File: src/rtl/maze_solve_ctrl_if.sv
// Signal bundle between the maze solver sequencer and its environment:
// maze stream in, map store writes out, search core handshake, result port.
interface maze_solve_ctrl_if;
   logic       maze;
   logic       in_valid;
   logic       map_we;
   logic [7:0] map_addr;
   logic       map_wdata;
   logic       solve_start;
   logic       solve_abort;
   logic       solve_done;
   logic       solve_fail;
   logic       step_valid;
   logic [3:0] step_x;
   logic [3:0] step_y;
   logic       step_last;
   logic       step_ready;
   logic       busy;
   logic       out_valid;
   logic       maze_not_valid;
   logic [3:0] out_x;
   logic [3:0] out_y;

   modport master (
      output maze, in_valid, solve_done, solve_fail,
             step_valid, step_x, step_y, step_last,
      input  map_we, map_addr, map_wdata, solve_start, solve_abort,
             step_ready, busy, out_valid, maze_not_valid, out_x, out_y
   );

   modport slave (
      input  maze, in_valid, solve_done, solve_fail,
             step_valid, step_x, step_y, step_last,
      output map_we, map_addr, map_wdata, solve_start, solve_abort,
             step_ready, busy, out_valid, maze_not_valid, out_x, out_y
   );
endinterface

File: src/rtl/maze_solve_ctrl.sv
// Top-level sequencer of the 15x15 maze solver: loads the serial maze into the
// map store, screens entrance/exit, runs the search core with a timeout and forwards the path.
module maze_solve_ctrl #(
   parameter int N       = 15,
   parameter int TIMEOUT = 1023,
   parameter int TW      = 10
) (
   input logic              clk,
   input logic              rst_n,
   maze_solve_ctrl_if.slave bus
);

   localparam logic [7:0]    LAST_IDX     = 8'(N * N - 1);
   localparam logic [7:0]    ENTRY_IDX    = 8'(N + 1);
   localparam logic [7:0]    EXIT_IDX     = 8'((N - 2) * N + (N - 2));
   localparam logic [TW-1:0] TIMEOUT_LAST = TW'(TIMEOUT - 1);

   typedef enum logic [2:0] {
      IDLE,
      LOAD,
      CHECK,
      SOLVE,
      DRAIN,
      FAIL
   } state_t;

   state_t          state_q, state_d;
   logic [7:0]      bitCnt_q, bitCnt_d;
   logic            blocked_q, blocked_d;
   logic [TW-1:0]   timeoutCnt_q, timeoutCnt_d;
   logic            lastSeen_q, lastSeen_d;
   logic            mapWe_q, mapWe_d;
   logic [7:0]      mapAddr_q, mapAddr_d;
   logic            mapWdata_q, mapWdata_d;
   logic            outValid_q, outValid_d;
   logic            notValid_q, notValid_d;
   logic [3:0]      outX_q, outX_d;
   logic [3:0]      outY_q, outY_d;

   logic            capture;
   logic [7:0]      captureIdx;
   logic            solveStart;
   logic            solveAbort;
   logic            stepReady;

   always_ff @(posedge clk or negedge rst_n) begin
      if (!rst_n) begin
         state_q      <= IDLE;
         bitCnt_q     <= '0;
         blocked_q    <= 1'b0;
         timeoutCnt_q <= '0;
         lastSeen_q   <= 1'b0;
         mapWe_q      <= 1'b0;
         mapAddr_q    <= '0;
         mapWdata_q   <= 1'b0;
         outValid_q   <= 1'b0;
         notValid_q   <= 1'b0;
         outX_q       <= '0;
         outY_q       <= '0;
      end else begin
         state_q      <= state_d;
         bitCnt_q     <= bitCnt_d;
         blocked_q    <= blocked_d;
         timeoutCnt_q <= timeoutCnt_d;
         lastSeen_q   <= lastSeen_d;
         mapWe_q      <= mapWe_d;
         mapAddr_q    <= mapAddr_d;
         mapWdata_q   <= mapWdata_d;
         outValid_q   <= outValid_d;
         notValid_q   <= notValid_d;
         outX_q       <= outX_d;
         outY_q       <= outY_d;
      end
   end

   always_comb begin
      state_d      = state_q;
      bitCnt_d     = bitCnt_q;
      blocked_d    = blocked_q;
      timeoutCnt_d = timeoutCnt_q;
      lastSeen_d   = lastSeen_q;
      capture      = 1'b0;
      solveStart   = 1'b0;
      solveAbort   = 1'b0;
      stepReady    = 1'b0;
      outValid_d   = 1'b0;
      notValid_d   = 1'b0;
      outX_d       = '0;
      outY_d       = '0;

      case (state_q)
         IDLE: begin
            if (bus.in_valid) begin
               capture   = 1'b1;
               bitCnt_d  = 8'd1;
               blocked_d = 1'b0;
               state_d   = LOAD;
            end
         end
         LOAD: begin
            if (bus.in_valid) begin
               capture = 1'b1;
               if (bitCnt_q == LAST_IDX) begin
                  bitCnt_d = '0;
                  state_d  = CHECK;
               end else begin
                  bitCnt_d = bitCnt_q + 8'd1;
               end
            end
         end
         CHECK: begin
            if (blocked_q) begin
               outValid_d = 1'b1;
               notValid_d = 1'b1;
               state_d    = FAIL;
            end else begin
               solveStart   = 1'b1;
               timeoutCnt_d = '0;
               state_d      = SOLVE;
            end
         end
         SOLVE: begin
            // A simultaneous done and fail is treated as a failure.
            timeoutCnt_d = timeoutCnt_q + 1'b1;
            if (bus.solve_fail) begin
               outValid_d = 1'b1;
               notValid_d = 1'b1;
               state_d    = FAIL;
            end else if (bus.solve_done) begin
               lastSeen_d = 1'b0;
               state_d    = DRAIN;
            end else if (timeoutCnt_q == TIMEOUT_LAST) begin
               solveAbort = 1'b1;
               outValid_d = 1'b1;
               notValid_d = 1'b1;
               state_d    = FAIL;
            end
         end
         DRAIN: begin
            // Stay one extra cycle after the final step so busy covers its output.
            if (lastSeen_q) begin
               lastSeen_d = 1'b0;
               state_d    = IDLE;
            end else begin
               stepReady = 1'b1;
               if (bus.step_valid) begin
                  outValid_d = 1'b1;
                  outX_d     = bus.step_x;
                  outY_d     = bus.step_y;
                  lastSeen_d = bus.step_last;
               end
            end
         end
         FAIL: begin
            state_d = IDLE;
         end
         default: begin
            state_d = IDLE;
         end
      endcase

      captureIdx = (state_q == IDLE) ? 8'd0 : bitCnt_q;
      if (capture && bus.maze && (captureIdx == ENTRY_IDX || captureIdx == EXIT_IDX)) begin
         blocked_d = 1'b1;
      end
      mapWe_d    = capture;
      mapAddr_d  = capture ? captureIdx : mapAddr_q;
      mapWdata_d = capture ? bus.maze : mapWdata_q;
   end

   assign bus.map_we         = mapWe_q;
   assign bus.map_addr       = mapAddr_q;
   assign bus.map_wdata      = mapWdata_q;
   assign bus.solve_start    = solveStart;
   assign bus.solve_abort    = solveAbort;
   assign bus.step_ready     = stepReady;
   assign bus.busy           = (state_q != IDLE);
   assign bus.out_valid      = outValid_q;
   assign bus.maze_not_valid = notValid_q;
   assign bus.out_x          = outX_q;
   assign bus.out_y          = outY_q;

endmodule

File: src/flat_wrapper.sv
// flat-port wrapper written by rule: the top's interface ports become plain ports
module maze_solve_ctrl_flat 
#(
   parameter int N       = 15,
   parameter int TIMEOUT = 1023,
   parameter int TW      = 10
)
  (clk, rst_n, bus_maze, bus_in_valid, bus_solve_done, bus_solve_fail, bus_step_valid, bus_step_x, bus_step_y, bus_step_last, bus_map_we, bus_map_addr, bus_map_wdata, bus_solve_start, bus_solve_abort, bus_step_ready, bus_busy, bus_out_valid, bus_maze_not_valid, bus_out_x, bus_out_y);
  maze_solve_ctrl_if bus_i ();
  input logic clk;
  input logic rst_n;
  input wire logic [$bits(bus_i.maze)-1:0] bus_maze;
  input wire logic [$bits(bus_i.in_valid)-1:0] bus_in_valid;
  input wire logic [$bits(bus_i.solve_done)-1:0] bus_solve_done;
  input wire logic [$bits(bus_i.solve_fail)-1:0] bus_solve_fail;
  input wire logic [$bits(bus_i.step_valid)-1:0] bus_step_valid;
  input wire logic [$bits(bus_i.step_x)-1:0] bus_step_x;
  input wire logic [$bits(bus_i.step_y)-1:0] bus_step_y;
  input wire logic [$bits(bus_i.step_last)-1:0] bus_step_last;
  output wire logic [$bits(bus_i.map_we)-1:0] bus_map_we;
  output wire logic [$bits(bus_i.map_addr)-1:0] bus_map_addr;
  output wire logic [$bits(bus_i.map_wdata)-1:0] bus_map_wdata;
  output wire logic [$bits(bus_i.solve_start)-1:0] bus_solve_start;
  output wire logic [$bits(bus_i.solve_abort)-1:0] bus_solve_abort;
  output wire logic [$bits(bus_i.step_ready)-1:0] bus_step_ready;
  output wire logic [$bits(bus_i.busy)-1:0] bus_busy;
  output wire logic [$bits(bus_i.out_valid)-1:0] bus_out_valid;
  output wire logic [$bits(bus_i.maze_not_valid)-1:0] bus_maze_not_valid;
  output wire logic [$bits(bus_i.out_x)-1:0] bus_out_x;
  output wire logic [$bits(bus_i.out_y)-1:0] bus_out_y;
  assign bus_i.maze = bus_maze;
  assign bus_i.in_valid = bus_in_valid;
  assign bus_i.solve_done = bus_solve_done;
  assign bus_i.solve_fail = bus_solve_fail;
  assign bus_i.step_valid = bus_step_valid;
  assign bus_i.step_x = bus_step_x;
  assign bus_i.step_y = bus_step_y;
  assign bus_i.step_last = bus_step_last;
  assign bus_map_we = bus_i.map_we;
  assign bus_map_addr = bus_i.map_addr;
  assign bus_map_wdata = bus_i.map_wdata;
  assign bus_solve_start = bus_i.solve_start;
  assign bus_solve_abort = bus_i.solve_abort;
  assign bus_step_ready = bus_i.step_ready;
  assign bus_busy = bus_i.busy;
  assign bus_out_valid = bus_i.out_valid;
  assign bus_maze_not_valid = bus_i.maze_not_valid;
  assign bus_out_x = bus_i.out_x;
  assign bus_out_y = bus_i.out_y;
  maze_solve_ctrl #(.N(N), .TIMEOUT(TIMEOUT), .TW(TW)) u_core (.clk(clk), .rst_n(rst_n), .bus(bus_i));
endmodule
File: config.mk
export PLATFORM = sky130hd
export DESIGN_NAME = maze_solve_ctrl_flat
export DESIGN_NICKNAME = d
export VERILOG_FILES = /design/src/rtl/maze_solve_ctrl_if.sv /design/src/rtl/maze_solve_ctrl.sv /design/src/flat_wrapper.sv
export SDC_FILE = /design/constraint.sdc
export NUM_CORES = 1
export LEC_CHECK = 0
export ABC_AREA = 1
export CAP_MARGIN = 5
export CORE_ASPECT_RATIO = 0.5
export CORE_MARGIN = 2
export CORE_UTILIZATION = 49
export CTS_BUF_LIST = sky130_fd_sc_hd__clkbuf_8
export CTS_CLUSTER_DIAMETER = 150
export DETAILED_ROUTE_END_ITERATION = 12
export PLACE_DENSITY_LB_ADDON = 0.25
export SKIP_CTS_REPAIR_TIMING = 1
export SYNTH_ARGS = -nofsm -noshare
export SYNTH_HDL_FRONTEND = slang
export SYNTH_SLANG_ARGS = --single-unit
File: constraint.sdc
create_clock -name clk -period 1.2 [get_ports clk]
set_input_delay 0.24 -clock clk [delete_from_list [all_inputs] [get_ports clk]]
set_output_delay 0.24 -clock clk [all_outputs]
set_load 0.01 [all_outputs]
; ---- After elaboration in Yosys (flattened, before gate mapping)
; Index checks and enable logic that the tools add are counted.
[word_totals]
ff_bits = 43
latch_bits = 0
ram_bits = 0
rom_bits = 0
inputBits = 16
out_inout_bits = 24
word_cells = 92
mem_count = 0
[op_classes]
n_addsub = 2
multipliers = 0
div_mod_pow = 0
n_lt_le_gt_ge = 0
n_eq_ne = 16
shifts = 0
mux = 46
n_bitwise = 0
n_reduce_logical = 16
[ops]
columns = cell, count
row1 = 2-to-1 mux 8 bit, 4
row2 = 2-to-1 mux 3 bit, 8
row3 = 2-to-1 mux 4 bit, 6
row4 = 2-to-1 mux 1 bit, 21
row5 = case mux 10 bit (2 select lines), 1
row6 = "== test 8 bit, second input constant", 2
row7 = case mux 8 bit (2 select lines), 1
row8 = case mux 3 bit (5 select lines), 1
row9 = "adder 10 x 1 -> 10 bit, second input constant", 1
row10 = "== test 10 bit, second input constant", 1
row11 = 2-to-1 mux 10 bit, 1
row12 = "inequality test 2 bit, second input constant", 5
row13 = nonzero test 2 bit, 5
row14 = "adder 8 x 1 -> 8 bit, second input constant", 1
row15 = "== test 8 x 5 -> 1 bit, second input constant", 1
row16 = "== test 3 x 2 -> 1 bit, second input constant", 2
row17 = AND reduction 3 bit, 2
row18 = AND reduction 5 bit, 1
row19 = "inequality test 2 x 1 -> 1 bit, second input constant", 2
row20 = "inequality test 4 x 3 -> 1 bit, second input constant", 1
row21 = case mux 1 bit (2 select lines), 2
row22 = AND reduction 2 bit, 2
row23 = "== test 3 x 1 -> 1 bit, second input constant", 1
row24 = "== test 3 bit, second input constant", 1
row25 = other kinds (6), 7

; ---- Longest topological paths before layout
[depth]
depth_word = 7
mapped_depth = 9
ltp_nobuf = 9

; ---- Worst setup path after synthesis
; OpenSTA, ideal clock, no wires.
[synth_path]
path_kind = reg-to-output
from = register u_core.timeoutCnt_q[0]
to = output port bus_solve_abort
arrival_ns = 1.093
t_required_ns = 0.960
slack_ns = -0.133
path_stages_with_launch = 7
n_path_buf = 0
path_cell_list = dfrtp_1 > inv_1 > ha_1 > nand3_1 > nor2_1 > nand2_1 > nor3_1
[synth_between]
elab_chain_cells = 5
[synth_rtl]
columns = item, line
row1 = start: declaration, maze_solve_ctrl.sv:30  ; logic [TW-1:0] timeoutCnt_q, timeoutCnt_d;
row2 = start signal: assignment, maze_solve_ctrl.sv:64  ; timeoutCnt_q <= timeoutCnt_d;
row3 = == test 10 bit, maze_solve_ctrl.sv:132  ; end else if (timeoutCnt_q == TIMEOUT_LAST) begin
row4 = 2-to-1 mux 1 bit, maze_solve_ctrl.sv:132
row5 = 2-to-1 mux 1 bit, maze_solve_ctrl.sv:129  ; end else if (bus.solve_done) begin
row6 = 2-to-1 mux 1 bit, maze_solve_ctrl.sv:125  ; if (bus.solve_fail) begin
row7 = 2-to-1 mux 1 bit, maze_solve_ctrl.sv:91  ; case (state_q)
row8 = end: declaration, flat_wrapper.sv:24  ; output wire logic [$bits(bus_i.solve_abort)-1:0] bus_solve_abort;
; No other way between the ends.

; ---- Final worst setup path
[layout_path]
from = register u_core.state_q[2]
to = output port bus_solve_abort
[layout_between]
elab_chain_cells = 2
[layout_rtl]
columns = item, line
row1 = start: declaration, maze_solve_ctrl.sv:27  ; state_t state_q, state_d;
row2 = start signal: assignment, maze_solve_ctrl.sv:61  ; state_q <= state_d;
row3 = == test 3 x 2 -> 1 bit, maze_solve_ctrl.sv:91
row4 = 2-to-1 mux 1 bit, maze_solve_ctrl.sv:91
; No other way between the ends.

==> reports/results.tsv <==
stage	metric	value	unit
cts	cts_buffers	5	
synth	syn_nets	281	
synth	synth-seq-area-share	0.4974	
timing	setup_ws	-0.5315	ns
outcome	violations	setup timing	
synth	ys_types	32	
timing	drv_slew	0	
routing	totalWireLength	7.352	mm
cts	clk_latency	0.31	ns
synth	synthCells	261	
die	ios	40	
placement	dp_slack	-0.5596	ns
worst_setup_path	crit_type	reg -> out	
grt	grt_max_degree	32	
timing	finalSetupViolations	46	
cts	cts_tree	built	
placement	place_congestion	0.8646	
cts	cts.sinks	43	
timing	relSlewSlack	0.7634	
routing	num_vias	2288	
worst_setup_path	end_kind	output port	
placement	hpwl	4.082	mm
cts	cts-root-buf	clkbuf_8	
grt	grt_overflow	0	
finish	antenna_cells	0	
die	fp.dieW	97.97	µm
worst_setup_path	worstPathArrival	1.49	ns
finish	area_delta_synth_final	68.42	%
finish	most-common-layout-cells	nand2_1, dfrtp_1, buf_4, inv_1	
timing	grt_setup_unrepaired	true	
die	core-area	4318	µm²
grt	grt_pass1_vias	1980	
synth	synth_area	2163	µm²
cts	cts_max_path_buffers	2	
outcome	outcome	finished, violations left	
placement	io_buffers	39	
worst_setup_path	start_kind	flop	
pwr	p_leak	2.097	nW
routing	ant_nets	0	
cts	path_clk_slew	0.09	ns
timing	finalCritPeriodShare	1.443	
finish	layout_commonest_cell	nand2_1	
synth	synth_warnings	0	
worst_setup_path	required	0.96	ns
worst_setup_path	crit_fanout	4	
synth	avgSynthCellArea	8.289	µm²
finish	drive_gt1_frac	0.4375	
timing	finalCriticalPeriod	1.731	ns
min_path	hold_class	in -> async	
timing	fmax	577.5	MHz
pwr	powerDensity	1655	nW/µm²
die	fp.dieArea	4995	µm²
timing	worst_pin_slew	0.3549	ns
pwr	vdd_drop_max	1079	µV
die	initial_core_util	0.5010	
worst_setup_path	ff2ff_path_depth	9	
grt	antenna_found_initial	0	
routing	viasPerCell	5.384	
die	fp.dieH	50.99	µm
routing	firstDrtPassIters	4	
routing	first_iter_violations	143	
synth	ys_seq_elements	43	
timing	tns	-9.692	ns
run	maxCapViolations	0	
grt	grt_pass1_wl	8.811	mm
die	num_rows	17	
cts	htree_levels	2	
routing	drc	0	
timing	skew	0.01231	ns
grt	grt_use_total	0.2285	
finish	finalNetCount	387	
timing	hold_violations	0	
routing	wl_per_cell	17.30	µm
worst paths after layout:
path	start	end	slack, ns
worst max-delay path	u_core.state_q[2]$_DFFE_PN0P_	bus_solve_abort	-0.53
worst min-delay path	rst_n	u_core.bitCnt_q[0]$_DFFE_PN0P_	0.37
worst max register to register	u_core.bitCnt_q[0]$_DFFE_PN0P_	u_core.state_q[2]$_DFFE_PN0P_	-0.36
worst min register to register	u_core.bus.map_addr[1]$_DFFE_PN0N_	u_core.bus.map_addr[1]$_DFFE_PN0N_	0.49
max in group asynchronous	rst_n	u_core.state_q[2]$_DFFE_PN0P_	0.34
min in group clk	bus_step_y[0]	u_core.bus.out_y[0]$_DFF_PN0_	0.44
per-stage QoR:
step                      std cells  power (mW)  cell area (µm²)    util  hold WS, ns
after floorplan                 261       2.834             2178       -     -0.05559
after global placement          405       3.945             3032  0.7021       0.1504
after detailed placement        405       4.018             3032  0.7021       0.1581
after CTS                       413       4.930             3115  0.7215      -0.1671
after global routing            425       6.318             3643  0.8438       0.4044
final                           425       6.030             3643  0.8438       0.3696
logic make-up (layout without fill, tap and decap cells):
family / count (synthesis) / count (layout) / share of synthesized area
XOR/XNOR: 3 / 3 / 0.01215
buffers and inverters: 45 / 152 / 0.08502
AO/OA/AOI/OAI: 37 / 37 / 0.09486
adder cells (fa/ha/maj): 4 / 4 / 0.02314
flip-flops: 43 / 43 / 0.4974
AND/OR/NAND/NOR: 129 / 129 / 0.2875
layout make-up:
cell class	instances	area [µm²]
Timing Repair Buffer	102	1031
Clock inverter	3	15.01
Sequential cell	43	1077
Inverter	42	180.2
Clock buffer	5	68.82
Multi-Input combinational cell	173	1200
Fill cell	208	674.4
Tap cell	57	71.32
state kept, by name, summed over array words and instances, names as in the netlist, 3 cells and up:
signal,count
u_core.bus.out_y,4
u_core.bitCnt_q,8
u_core.timeoutCnt_q,10
u_core.state_q,3
u_core.bus.out_x,4
u_core.bus.map_addr,8
routing by layer:
| metal | vias to the layer above | track usage | routed length [µm] |
|---|---|---|---|
| met5 | - | 0 | 0 |
| met4 | 0 | 0.07176 | 401 |
| met3 | 49 | 0.05062 | 409 |
| met2 | 109 | 0.4258 | 3683 |
| met1 | 1090 | 0.2687 | 2857 |
| li1 | 1040 | - | - |
critical path: stages, from the launching register on:
cell and delay (ns):
dfrtp_2 0.46, buf_6 0.14, nor2_4 0.16, nand2_2 0.08
nor3_2 0.17, buf_2 0.18
synthesized netlist by cell type:
cell type  instances  area share
nor3_4             1      0.0075
nor2_4             3       0.016
nand2_4            1      0.0052
o21ai_2            1      0.0040
nor2_1            28       0.049
and2_1             1      0.0029
a31oi_1            1      0.0029
o21ai_1            8       0.019
buf_8              1      0.0069
o21ai_0           17       0.039
nand3b_1           1      0.0035
inv_4              1      0.0029
xnor2_1            1      0.0040
nand3_2            2      0.0093
nand2_1           59        0.10
inv_1             38       0.066
nor3_1             1      0.0023
nand3_1           16       0.037
ha_1               4       0.023
o211ai_1           1      0.0035
buf_2              1      0.0023
nand4_4            1      0.0098
nand4_1            5       0.014
inv_2              3      0.0052
clkbuf_1           1      0.0017
a21oi_2            3       0.012
nand2_2            6       0.017
dfrtp_1           43        0.50
o22ai_1            1      0.0029
a21oi_1            5       0.012
xor2_1             2      0.0081
nor2_2             4       0.012
where the power goes:
part           switching (mW)  internal [mW]
sequential              0.165           1.66
combinational            1.69           1.58
clock                   0.543          0.400
No activity file was read; power rests on OpenSTA's default activity.
